$ cat src/rtl/dl_arb_pkg.sv
// Shared definitions for the register write arbiter: requester-index width helper
// and lock FSM state encoding.
package dl_arb_pkg;

    function automatic int unsigned id_width(input int unsigned n);
        return (n < 2) ? 1 : $clog2(n);
    endfunction

    typedef enum logic {
        ARB_UNLOCKED = 1'b0,
        ARB_LOCKED   = 1'b1
    } arb_state_e;

endpackage

$ cat src/rtl/dl_rr_pick.sv
// Combinational rotate-priority picker: grants the first set request found
// scanning ptr, ptr+1, ... with wrap-around.
module dl_rr_pick
    import dl_arb_pkg::*;
#(
    parameter int unsigned NUM_REQ = 4,
    parameter int unsigned ID_BITS = id_width(NUM_REQ)
) (
    input  logic [NUM_REQ-1:0] req_i,
    input  logic [ID_BITS-1:0] ptr_i,
    output logic [NUM_REQ-1:0] gnt_o,
    output logic [ID_BITS-1:0] gnt_id_o,
    output logic               any_o
);

    int unsigned idx;

    always_comb begin
        gnt_o    = '0;
        gnt_id_o = '0;
        any_o    = 1'b0;
        idx      = 0;
        for (int unsigned k = 0; k < NUM_REQ; k++) begin
            idx = 32'(ptr_i) + k;
            if (idx >= NUM_REQ) begin
                idx = idx - NUM_REQ;
            end
            if (!any_o && req_i[idx]) begin
                any_o      = 1'b1;
                gnt_o[idx] = 1'b1;
                gnt_id_o   = ID_BITS'(idx);
            end
        end
    end

endmodule

$ cat src/rtl/dl_reg_wr_arb.sv
// Round-robin write arbiter in front of a shared register.
// Optional requester lock feature enabled by defining DL_REG_WR_ARB_LOCK_EN.
module dl_reg_wr_arb
    import dl_arb_pkg::*;
#(
    parameter int unsigned NUM_BITS = 8,
    parameter int unsigned NUM_REQ  = 4,
    localparam int unsigned ID_BITS = id_width(NUM_REQ)
) (
    input  logic                        clk,
    input  logic                        rst,
    input  logic [NUM_REQ-1:0]          req_val,
    input  logic [NUM_REQ*NUM_BITS-1:0] req_data,
    output logic [NUM_REQ-1:0]          req_rdy,
`ifdef DL_REG_WR_ARB_LOCK_EN
    input  logic [NUM_REQ-1:0]          req_lock,
`endif
    output logic [NUM_BITS-1:0]         q,
    output logic                        q_val,
    output logic                        wr_pulse,
    output logic [ID_BITS-1:0]          last_id
);

    function automatic logic [ID_BITS-1:0] wrap_inc(input logic [ID_BITS-1:0] id);
        return (id == ID_BITS'(NUM_REQ - 1)) ? '0 : id + ID_BITS'(1);
    endfunction

    logic [NUM_BITS-1:0] q_q, q_d;
    logic                q_val_q, q_val_d;
    logic                wr_pulse_q, wr_pulse_d;
    logic [ID_BITS-1:0]  last_id_q, last_id_d;
    logic [ID_BITS-1:0]  ptr_q, ptr_d;

    logic [NUM_REQ-1:0]  pick_req;
    logic [NUM_REQ-1:0]  pick_gnt;
    logic [ID_BITS-1:0]  pick_id;
    logic                pick_any;
    logic                xfer;
    logic [NUM_BITS-1:0] wr_data;

`ifdef DL_REG_WR_ARB_LOCK_EN
    arb_state_e          state_q, state_d;
    logic [ID_BITS-1:0]  owner_q, owner_d;
`endif

    // While locked, only the owner is presented to the picker.
    always_comb begin
        pick_req = req_val;
`ifdef DL_REG_WR_ARB_LOCK_EN
        if (state_q == ARB_LOCKED) begin
            pick_req = req_val & (NUM_REQ'(1) << owner_q);
        end
`endif
    end

    dl_rr_pick #(
        .NUM_REQ (NUM_REQ),
        .ID_BITS (ID_BITS)
    ) u_pick (
        .req_i    (pick_req),
        .ptr_i    (ptr_q),
        .gnt_o    (pick_gnt),
        .gnt_id_o (pick_id),
        .any_o    (pick_any)
    );

    assign req_rdy = rst ? '0 : pick_gnt;
    assign xfer    = pick_any & ~rst;

    always_comb begin
        wr_data = '0;
        for (int unsigned i = 0; i < NUM_REQ; i++) begin
            if (pick_gnt[i]) begin
                wr_data = req_data[i*NUM_BITS +: NUM_BITS];
            end
        end
    end

    always_comb begin
        q_d        = q_q;
        q_val_d    = q_val_q;
        last_id_d  = last_id_q;
        ptr_d      = ptr_q;
        wr_pulse_d = xfer;
        if (xfer) begin
            q_d       = wr_data;
            q_val_d   = 1'b1;
            last_id_d = pick_id;
            ptr_d     = wrap_inc(pick_id);
        end
`ifdef DL_REG_WR_ARB_LOCK_EN
        state_d = state_q;
        owner_d = owner_q;
        case (state_q)
            ARB_UNLOCKED: begin
                if (xfer && req_lock[pick_id]) begin
                    state_d = ARB_LOCKED;
                    owner_d = pick_id;
                end
            end
            ARB_LOCKED: begin
                if (!req_val[owner_q] || !req_lock[owner_q]) begin
                    state_d = ARB_UNLOCKED;
                    ptr_d   = wrap_inc(owner_q);
                end
            end
            default: state_d = ARB_UNLOCKED;
        endcase
`endif
    end

    always_ff @(posedge clk) begin
        if (rst) begin
            q_q        <= '0;
            q_val_q    <= 1'b0;
            wr_pulse_q <= 1'b0;
            last_id_q  <= '0;
            ptr_q      <= '0;
`ifdef DL_REG_WR_ARB_LOCK_EN
            state_q    <= ARB_UNLOCKED;
            owner_q    <= '0;
`endif
        end else begin
            q_q        <= q_d;
            q_val_q    <= q_val_d;
            wr_pulse_q <= wr_pulse_d;
            last_id_q  <= last_id_d;
            ptr_q      <= ptr_d;
`ifdef DL_REG_WR_ARB_LOCK_EN
            state_q    <= state_d;
            owner_q    <= owner_d;
`endif
        end
    end

    assign q        = q_q;
    assign q_val    = q_val_q;
    assign wr_pulse = wr_pulse_q;
    assign last_id  = last_id_q;

endmodule
$ cat config.mk
export PLATFORM = sky130hd
export DESIGN_NAME = dl_reg_wr_arb
export DESIGN_NICKNAME = d
export VERILOG_FILES = /design/src/rtl/dl_arb_pkg.sv /design/src/rtl/dl_rr_pick.sv /design/src/rtl/dl_reg_wr_arb.sv
export SDC_FILE = /design/constraint.sdc
export NUM_CORES = 1
export LEC_CHECK = 0
export BUFFER_PORTS_ARGS = -buffer_cell sky130_fd_sc_hd__clkbuf_2
export CORE_MARGIN = 2
export CORE_UTILIZATION = 52
export CTS_CLUSTER_SIZE = 40
export DETAILED_ROUTE_END_ITERATION = 12
export GPL_TIMING_DRIVEN = 1
export PLACE_DENSITY = 0.9
export SLEW_MARGIN = 25
export SYNTH_ARGS = -nofsm -noshare
export SYNTH_HDL_FRONTEND = slang
export SYNTH_SLANG_ARGS = --single-unit
$ cat constraint.sdc
create_clock -name clk -period 4.4 [get_ports clk]
set_input_delay 0.22 -clock clk [delete_from_list [all_inputs] [get_ports clk]]
set_output_delay 0.22 -clock clk [all_outputs]
set_load 0.005 [all_outputs]
**Yosys cells after proc, flatten, opt, wreduce, memory -nomap -nowiden**

Index checks and enable logic that the tools add are counted.

- $add $sub $neg: 8
- $lt $le $gt $ge: 12
- Equal/unequal tests: 1
- Multiplexer cells: 38
- Bitwise logic cells: 5
- Reduce and logical (&&, ||, !) cells: 10

Operator list:

| cell | count |
|---|---|
| $ge A32 B1 Y1 const B | 4 |
| $lt A32 B3 Y1 const B | 4 |
| $mux W32 | 4 |
| $ge A32 B3 Y1 const B | 3 |
| $sub A32 B3 Y32 const B | 3 |
| $mux W8 | 4 |
| $mux W4 | 5 |
| $mux W1 | 12 |
| $or A4 B4 Y4 | 3 |
| $mux W2 | 5 |
| $bmux W1 S2 | 4 |
| $demux W1 S2 | 4 |
| $logic_and A1 B1 Y1 | 7 |
| $add A2 B2 Y3 const B | 2 |
| $sub A2 B3 Y4 const B | 1 |
| $add A2 B1 Y3 const B | 1 |
| $ge A2 B3 Y1 const B | 1 |
| $logic_not A1 Y1 | 3 |
| $add A2 B1 Y2 const B | 1 |
| $eq A2 B2 Y1 const B | 1 |
| $and A1 B1 Y1 | 1 |
| $not A1 Y1 | 1 |

- Register bits after elaboration: 14
- Bits of input ports: 38
- Output and inout port bits: 16
- Word-level logic and storage cells: 79

**Longest topological paths before layout**

- Depth after elaboration: 18
- Depth in mapped cells: 12
- Mapped depth without buffers: 8

**By module**

From an unflattened synthesis, not the netlist that was laid out.

- Cell total of the unflattened synthesis: 131
- Area total of the unflattened synthesis: 1208.7 um2

By module, submodules not included:

| module | times used | cells an instance | area an instance (um2) |
|---|---|---|---|
| dl_reg_wr_arb | 1 | 83 | 749.5 |
| dl_rr_pick | 1 | 48 | 459.2 |

**Worst setup path before layout**

No wires, ideal clock.

- Path kind: register to register
- Start: register (tool-made name)
- End: register q_q[0], in the netlist q[0]
- Library setup time: 134 ps
- Arrival: 2816 ps
- Setup slack: 1450 ps
- Cell stages (with the launch flop): 12
- Period minus slack after synthesis: 2950 ps
- Cell sequence: dfxtp_1 > buf_2 > inv_1 > ha_1 > buf_6 > mux4_2 > buf_6 > and2_4 > o21ai_2 > nand4_4 > a2111oi_0 > a211oi_1

RTL lines:

| item | RTL line | source |
|---|---|---|
| end signal: assignment | dl_reg_wr_arb.sv:124 | `q_q <= q_d;` |
| end: declaration | dl_reg_wr_arb.sv:28 | `logic [NUM_BITS-1:0] q_q, q_d;` |

==> results by group <==
Yosys
  – FFs w/ async S/R, synth: 0%
  – Synth Instances: 179
  – Synth warn: 0
  – Post-Syn Area per Cell: 7.64 sq um
  – Count leader, synth: nor2_1
  – Syn_nets: 223
  – Syn Std Cell Area: 1370 sq um
  – Top cells by count, synth: nor2_1 (29), dfxtp_1 (14), o21ai_0 (13)
  – Register bit total from synthesis: 14
  – Top_reg_cell synth: dfxtp_1
  – Synth top area cells: dfxtp_1 (20%), nor2_1 (8.0%), ha_1 (5.5%)
  – Yosys cell types: 40
  – Synth top area share: 20.5%
  – Post-synth EDFFs: 0
  – Post-synthesis sequential area ratio: 20.5%
  – Area leader, netlist: dfxtp_1

CTS
  – CTS Root Cell: clkbuf_4
  – Post-cts sizing count: 0
  – Num CTS Buffers: 3
  – Clock Latency Late Sink: 270 ps
  – Clock Pin Slew Worst Setup and Hold Paths: 80 ps
  – H-tree Lvls: 1
  – Setup Fix Bufs, Post-CTS: 0
  – Hold buffers post-CTS: 0
  – TritonCTS clock tree: yes
  – Maximum clock path buffer count: 2
  – Clock Sink Count: 14

Cells and area
  – Synth-to-layout area growth: 19.0%
  – Layout cells sized above 1: 30.8%
  – # diodes: 0
  – Fillers: 241
  – Design Area, Final: 1630 sq um
  – # nets final: 267

Outcome
  – Status: finished clean

Drt
  – Via count: 1493
  – Drt drc: 0
  – Final WL: 3.62 mm
  – Post-DRT Antenna Nets: 0
  – Via density: 5.95
  – Drt first pass iters: 4
  – 1st-iter DRT viols: 54
  – DR WL/cell: 14.4 microns

Hold path
  – Hold Path Class: in2reg
  – Hold path depth: 3

GRT
  – First-pass GRT wire length: 6.03 mm
  – Largest net degree at the start of global routing: 19
  – Antenna violations before repair: 0
  – GRT Overall Usage: 23.8%
  – Vias in the first global route: 1348
  – Total global routing overflow: 0

Setup path
  – Setup crit end kind: output port
  – Setup Crit Path Kind: reg2out
  – Reg-to-Reg End: q[7]
  – Crit Path Max Fanout: 15
  – Reg2Reg Setup Slack: 710 ps
  – Worst-path cell chain: inv_1, ha_1, mux4_2, and2_1, o21ai_0, nand4_1, nor2b_1, clkbuf_2
  – Arrival time worst endpoint: 3510 ps
  – Worst r2r path cells: 8
  – CP peak stage delay: 690 ps
  – Top delay family on crit path: simple AND/OR/NAND/NOR gates
  – CP Launch Type: register
  – Number of stages on the worst setup path: 8
  – Buf/Inv on CP: 2
  – Worst setup endpoint: req_rdy[0]
  – Crit-path slowest cell: mux4_2
  – Data required, critical path: 4180 ps

Timing
  – Hold Fails Final Rpt: 0
  – Worst-Margin Slew: 688 ps
  – Final Slew Violations: 0
  – Clk_skew: 2.25 ps
  – Final number of setup-violating endpoints: 0
  – Fmax: 0.268 GHz
  – RSZ-0062 raised after global routing: no
  – Tcrit/Tclk final: 84.9%
  – Post-route setup TNS: 0 ps
  – Headroom to the max-slew limit: 52.8%
  – Fin crit period: 3730 ps

Floorplan
  – Die W: 55.3 microns
  – Vert. Die Dim: 55.3 microns
  – Core area: 2480 sq um
  – Initial Utilization: 55.2%
  – Die area: 3060 sq um
  – Row cnt: 18
  – Top Ports: 54

Placement
  – # port buffers: 53
  – Gpl congestion: 0.855
  – Dpl hpwl: 2.77 mm
  – Placed Area: 1600 sq um

Pwr
  – PwrDens: 589 nW/um^2
  – Tot Pwr: 0.000959 W
  – Leak pwr: 0.669 nW
  – Peak VDD IR: 0.000476 V

Job
  – Max cap viols: 0
## area by class of cell
| type | instances | area (sq um) | area share, % |
|---|---|---|---|
| multi-input cells | 149 | 1010 | 62.3 |
| flip-flops and latches | 14 | 280 | 17.2 |
| clock buffers | 3 | 22.5 | 1.38 |
| well taps | 30 | 37.5 | 2.31 |
| inverters | 2 | 7.51 | 0.461 |
| repair buffers | 53 | 265 | 16.3 |
## power by group
part	leakage (nW)	switching (W)	internal, W	total [W]
sequential	0.116	0.0000438	0.000169	0.000213
combinational	0.539	0.000388	0.000289	0.000676
clock	0.0138	0.0000383	0.0000317	0.0000699
## registers in the layout (all words and copies together) (netlist names), named ones only
signal / flops
q: 8
last_id: 2
ptr_q: 1
q_val: 1
wr_pulse: 1
## cell families (layout without fill, tap and decap cells)
group           count (synthesis)  after routing  synth area share (%)
simple gates                   89             89                  35.3
compound gates                 48             48                  27.1
buf+inv                        16             58                  6.40
flops                          14             14                  20.5
fa+ha+maj                       6              6                  5.49
mux                             5              5                  4.57
xor+xnor                        1              1                 0.641
## tightest hold or removal path: cells and delay by family
kind / cells / cell delay, ps
simple gates: 1 / 50
compound gates: 1 / 60
buf+inv: 1 / 80
## per-stage QoR
| stage | instances | util (%) | setup WS (ps) | hold slack, ps |
|---|---|---|---|---|
| after floorplan | 179 | - | 1450 | 371 |
| after global placement | 248 | 64.4 | 927 | 451 |
| after detailed placement | 248 | 64.4 | 755 | 468 |
| after CTS | 251 | 65.4 | 694 | 177 |
| after global routing | 251 | 65.7 | 454 | 180 |
| final | 251 | 65.7 | 666 | 177 |
## layer usage
| layer | track usage (%) | vias up | wire length (microns) |
|---|---|---|---|
| li1 | - | 749 | - |
| met1 | 30.3 | 694 | 1640 |
| met2 | 41.2 | 48 | 1750 |
| met3 | 6.09 | 2 | 205 |
| met4 | 3.14 | 0 | 20 |
| met5 | 0 | - | 0 |
## how the worst min path moves through the flow
stage               endpoint         from  slack, ps
floorplan               q[0]  req_data[0]        370
global placement       q_val        q_val        450
detailed placement      q[0]  req_data[0]        470
CTS                     q[0]  req_data[0]        180
global route            q[0]  req_data[0]        180
finish                  q[4]  req_data[4]        180
## cell usage in the layout (no fill, tap or decap), types with 3 or more instances in the layout
cell       count
mux2i_1        4
a2111oi_0      7
nand2_1       10
o21ai_1        3
and2_1         5
or3_1          3
nor2b_1        4
dfxtp_1       14
a211oi_1       8
nor3_1        10
ha_1           6
a21oi_1        6
o21ai_0       13
nor3b_1        7
clkbuf_4       3
nand3b_1       3
nor2_1        29
clkbuf_2      53
nand3_1        8
Power figures use the tool's default switching activity.
